$ cat config.mk
export PLATFORM = sky130hd
export DESIGN_NAME = uart_sender
export DESIGN_NICKNAME = d
export VERILOG_FILES = /design/src/rtl/uart_sender.sv
export SDC_FILE = /design/constraint.sdc
export NUM_CORES = 1
export LEC_CHECK = 0
export BUFFER_PORTS_ARGS = -buffer_cell sky130_fd_sc_hd__clkbuf_2
export CORE_UTILIZATION = 45
export DETAILED_ROUTE_END_ITERATION = 16
export SLEW_MARGIN = 20
export SYNTH_ARGS = -nofsm -noshare
export SYNTH_HDL_FRONTEND = slang
export SYNTH_SLANG_ARGS = --single-unit
$ cat constraint.sdc
create_clock -name clk -period 3.1 [get_ports clk]
set_input_delay 0.155 -clock clk [delete_from_list [all_inputs] [get_ports clk]]
set_output_delay 0.155 -clock clk [all_outputs]
set_load 0.02 [all_outputs]
$ cat src/rtl/uart_sender.sv
// UART transmitter: serialises one byte per request as 8N1, LSB first.
// Define UART_SENDER_PARITY_EN to insert an even-parity bit (8E1 frames).
module uart_sender #(
  parameter int CLKS_PER_BIT = 10417
) (
  input  logic       clk,
  input  logic       reset,
  input  logic [7:0] UART_TXD,
  input  logic       TX_EN,
  output logic       TX_STATUS,
  output logic       UART_TX
);

  localparam int CW = $clog2(CLKS_PER_BIT);
  localparam logic [CW-1:0] BAUD_LAST = CW'(CLKS_PER_BIT - 1);

`ifdef UART_SENDER_PARITY_EN
  typedef enum logic [2:0] {IDLE, START, DATA, PARITY, STOP} state_t;
`else
  typedef enum logic [2:0] {IDLE, START, DATA, STOP} state_t;
`endif

  state_t          state_reg, state_next;
  logic [CW-1:0]   baud_reg, baud_next;
  logic [2:0]      bit_idx_reg, bit_idx_next;
  logic [7:0]      shift_reg, shift_next;
  logic            tx_reg, tx_next;
  logic            status_reg, status_next;
  logic            baud_tick;
`ifdef UART_SENDER_PARITY_EN
  logic            parity_reg, parity_next;
`endif

  assign baud_tick = (baud_reg == BAUD_LAST);
  assign UART_TX   = tx_reg;
  assign TX_STATUS = status_reg;

  always_ff @(posedge clk or negedge reset) begin
    if (!reset) begin
      state_reg   <= IDLE;
      baud_reg    <= '0;
      bit_idx_reg <= '0;
      shift_reg   <= '0;
      tx_reg      <= 1'b1;
      status_reg  <= 1'b1;
`ifdef UART_SENDER_PARITY_EN
      parity_reg  <= 1'b0;
`endif
    end else begin
      state_reg   <= state_next;
      baud_reg    <= baud_next;
      bit_idx_reg <= bit_idx_next;
      shift_reg   <= shift_next;
      tx_reg      <= tx_next;
      status_reg  <= status_next;
`ifdef UART_SENDER_PARITY_EN
      parity_reg  <= parity_next;
`endif
    end
  end

  always_comb begin
    state_next   = state_reg;
    baud_next    = baud_tick ? '0 : baud_reg + 1'b1;
    bit_idx_next = bit_idx_reg;
    shift_next   = shift_reg;
    tx_next      = tx_reg;
    status_next  = status_reg;
`ifdef UART_SENDER_PARITY_EN
    parity_next  = parity_reg;
`endif

    case (state_reg)
      IDLE: begin
        baud_next   = '0;
        tx_next     = 1'b1;
        status_next = 1'b1;
        if (TX_EN) begin
          shift_next  = UART_TXD;
          state_next  = START;
          tx_next     = 1'b0;
          status_next = 1'b0;
`ifdef UART_SENDER_PARITY_EN
          parity_next = ^UART_TXD;
`endif
        end
      end
      START: begin
        if (baud_tick) begin
          state_next   = DATA;
          tx_next      = shift_reg[0];
          bit_idx_next = 3'd0;
        end
      end
      DATA: begin
        if (baud_tick) begin
          if (bit_idx_reg == 3'd7) begin
`ifdef UART_SENDER_PARITY_EN
            state_next = PARITY;
            tx_next    = parity_reg;
`else
            state_next = STOP;
            tx_next    = 1'b1;
`endif
          end else begin
            // shift_reg[1] becomes the new LSB after this shift
            shift_next   = {1'b0, shift_reg[7:1]};
            tx_next      = shift_reg[1];
            bit_idx_next = bit_idx_reg + 3'd1;
          end
        end
      end
`ifdef UART_SENDER_PARITY_EN
      PARITY: begin
        if (baud_tick) begin
          state_next = STOP;
          tx_next    = 1'b1;
        end
      end
`endif
      STOP: begin
        if (baud_tick) begin
          state_next  = IDLE;
          status_next = 1'b1;
          tx_next     = 1'b1;
        end
      end
      default: begin
        state_next  = IDLE;
        tx_next     = 1'b1;
        status_next = 1'b1;
      end
    endcase
  end

endmodule

==> results_dict.tcl <==
set metrics [dict create \
    postSynthAreaPerCell_um2 10.8 \
    hpwlAfterDp_mm 2.23 \
    fin_crit_sh 0.716 \
    slew_headroom 0.538 \
    synthesis.area_mm2 0.00159 \
    critPathArrivalTime_ps 2430 \
    die_area_mm2 0.00378 \
    async_flop_share 1.00 \
    fmaxAchievable_mhz 451 \
    critPathMaxFanout 20 \
    overflow 0 \
    wirelength_mm 3.09 \
    max-clock-path-buffers 2 \
    netlist_instances 147 \
    numClockSinks 29 \
    hold_ws_ps 165 \
    drc 0 \
    status "finished clean" \
    yosys-top-cells-count "dfrtp_1, nor2_1, xor2_1" \
    crit_type "flop to flop" \
    cp_num_buf_inv 1 \
    ios 13 \
    grt_pass1_vias 1195 \
    cp_slowest_cell "ha_1" \
    globalplace.congestion 0.781 \
    synth_top_cell_by_area "dfrtp_1" \
    cts_buffers 5 \
    end_kind "flop" \
    critPathTopFamily "adder cells" \
    synth_edf_count 0 \
    vias_per_cell 5.49 \
    p_per_area_mw_per_mm2 359 \
    finalSetupViolations 0 \
    die_h_um 61.5 \
    post_cts_buffers 0 \
    rsz0062_at_grt "no" \
    nNetsFinal 181 \
    hold_path_class "primary input to flop" \
    synth.most_common_cell "dfrtp_1" \
    maxCapViolCount 0 \
    core_area_mm2 0.00336 \
    clkTransAtPathRegs_ps 80 \
    place.port_buffers 12 \
    ant_nets 0 \
    ys_types 40 \
    cp.required_ps 3310 \
    start_util 0.474 \
    ys_ff_latch 29 \
    antenna_found_initial 0 \
    fin_crit_ps 2220 \
    ys_seq_area_frac 0.457 \
    initialDrtViolationCount 74 \
    yosys_warnings 0 \
    die_x_um 61.5 \
    leakage_nw 0.825 \
    tns_ps 0 \
    grt_max_degree 30 \
    ir_drop_uv 233 \
    std_cell_rows 21 \
    synth_nets 167 \
    hold_viol 0 \
    worst_slew_pin_slew_ps 693 \
    drv_slew 0 \
    wl_per_cell_um 14.8 \
    crit_chain "inv_1 -> ha_1 -> nand2_1 -> and2_1 -> a31o_4 -> o221a_2" \
    num_vias 1141 \
    final.fill_count 330 \
    area_growth_syn_to_layout_pct 9.65 \
    grt_use_total 0.196 \
    htreeDepth 2 \
    synth_top_area_share 0.424 \
    worst_skew_pair.late_latency_ps 330 \
    grt_pass1_wl_mm 5.23 \
    critPathMaxStageDelay_ps 570 \
    diodes 0 \
    yosys-top-cells-area "dfrtp_1, ha_1, xor2_1" \
    ctsResizeCount 0 \
    skew_ps 10.3 \
    ys.flop_type "dfrtp_1" \
    largest_reg_flops 14 \
    drive_gt1_frac 0.228 \
    cts_tree "built" \
    cts_root_buf "clkbuf_4" \
    cp-start-kind "flop" \
    drt_pre_antenna_iters 5 \
]
## worst reg2reg max path: cells and delay by family, from the launching register on
family / cells / cell delay [ps]
fa+ha+maj: 1 / 570
compound gates: 2 / 540
simple gates: 2 / 440
flops: 1 / 430
buf+inv: 1 / 120
## per-stage QoR
step	worst slack, ps	util	power [W]	cells	cell area (um^2)
after floorplan	1400	-	0.000386	147	1590
after global placement	1000	0.499	0.000399	199	1680
after detailed placement	903	0.499	0.000400	199	1680
after CTS	883	0.520	0.000639	208	1750
after global routing	717	0.520	0.000658	208	1750
final	881	0.520	0.000628	208	1750
## per-layer routing
layer / vias to the layer above / global-route usage / wire [um]
li1: 558 / - / -
met1: 550 / 0.213 / 1290
met2: 26 / 0.350 / 1620
met3: 7 / 0.0609 / 126
met4: 0 / 0.0825 / 53
met5: - / 0 / 0
## kinds of logic (layout without fill, tap and decap cells)
kind of cell    after synthesis  after routing  synth area share
fa+ha+maj                     9              9            0.0706
buf+inv                      15             30            0.0416
xor+xnor                     12             12            0.0659
compound gates               23             23             0.134
flops                        29             29             0.457
mux                           3              3            0.0228
simple gates                 56             56             0.208
## where the power goes
group	internal, W	switching (W)
registers	0.000378	0
clock network	0.000112	0.000124
logic	0.00000538	0.00000897
## area by class of cell
type                    instances  area, um^2  share of cell area
repair buffers                 13        70.1              0.0401
inverters                       9        33.8              0.0193
flip-flops and latches         29         728               0.417
clock buffers                   8        58.8              0.0336
multi-input cells             103         800               0.457
well taps                      46        57.6              0.0329
## timing repair
item                                   in CTS  in global routing
setup endpoints to repair                   0                  0
hold buffers                                1                  0
endpoints found under the hold margin      27                  0
## layout by cell type (no fill, tap or decap), types with 2 or more instances in the layout
cell type and n:
dfrtp_1 27, nor2_1 17, clkbuf_2 12, xor2_1 11
inv_1 9, ha_1 9, or3_1 7, o221a_2 7
nand4_1 6, clkbuf_4 5, and2_1 4, nand3_1 4
nand2_1 4, and4_1 3, and3_1 3, a31oi_1 3
dfstp_2 2, nor4b_2 2, nand2b_1 2, a31o_2 2
a21oi_1 2, clkbuf_1 2
## final timing paths
path	startpoint	endpoint	slack, ps	cells after the start
min in group asynchronous	reset	baud_reg[6]$_DFF_PN0_	410	2
hold / removal	UART_TXD[7]	shift_reg[7]$_DFFE_PN0P_	160	3
setup / recovery	state_reg[0]$_DFFE_PN0P_	shift_reg[2]$_DFFE_PN0P_	880	6
max in group asynchronous	reset	baud_reg[2]$_DFF_PN0_	2240	2
setup reg to reg	state_reg[0]$_DFFE_PN0P_	shift_reg[2]$_DFFE_PN0P_	880	6
hold reg to reg	baud_reg[0]$_DFF_PN0_	baud_reg[0]$_DFF_PN0_	480	1
Note: power is estimated with default switching activity, not from simulation.
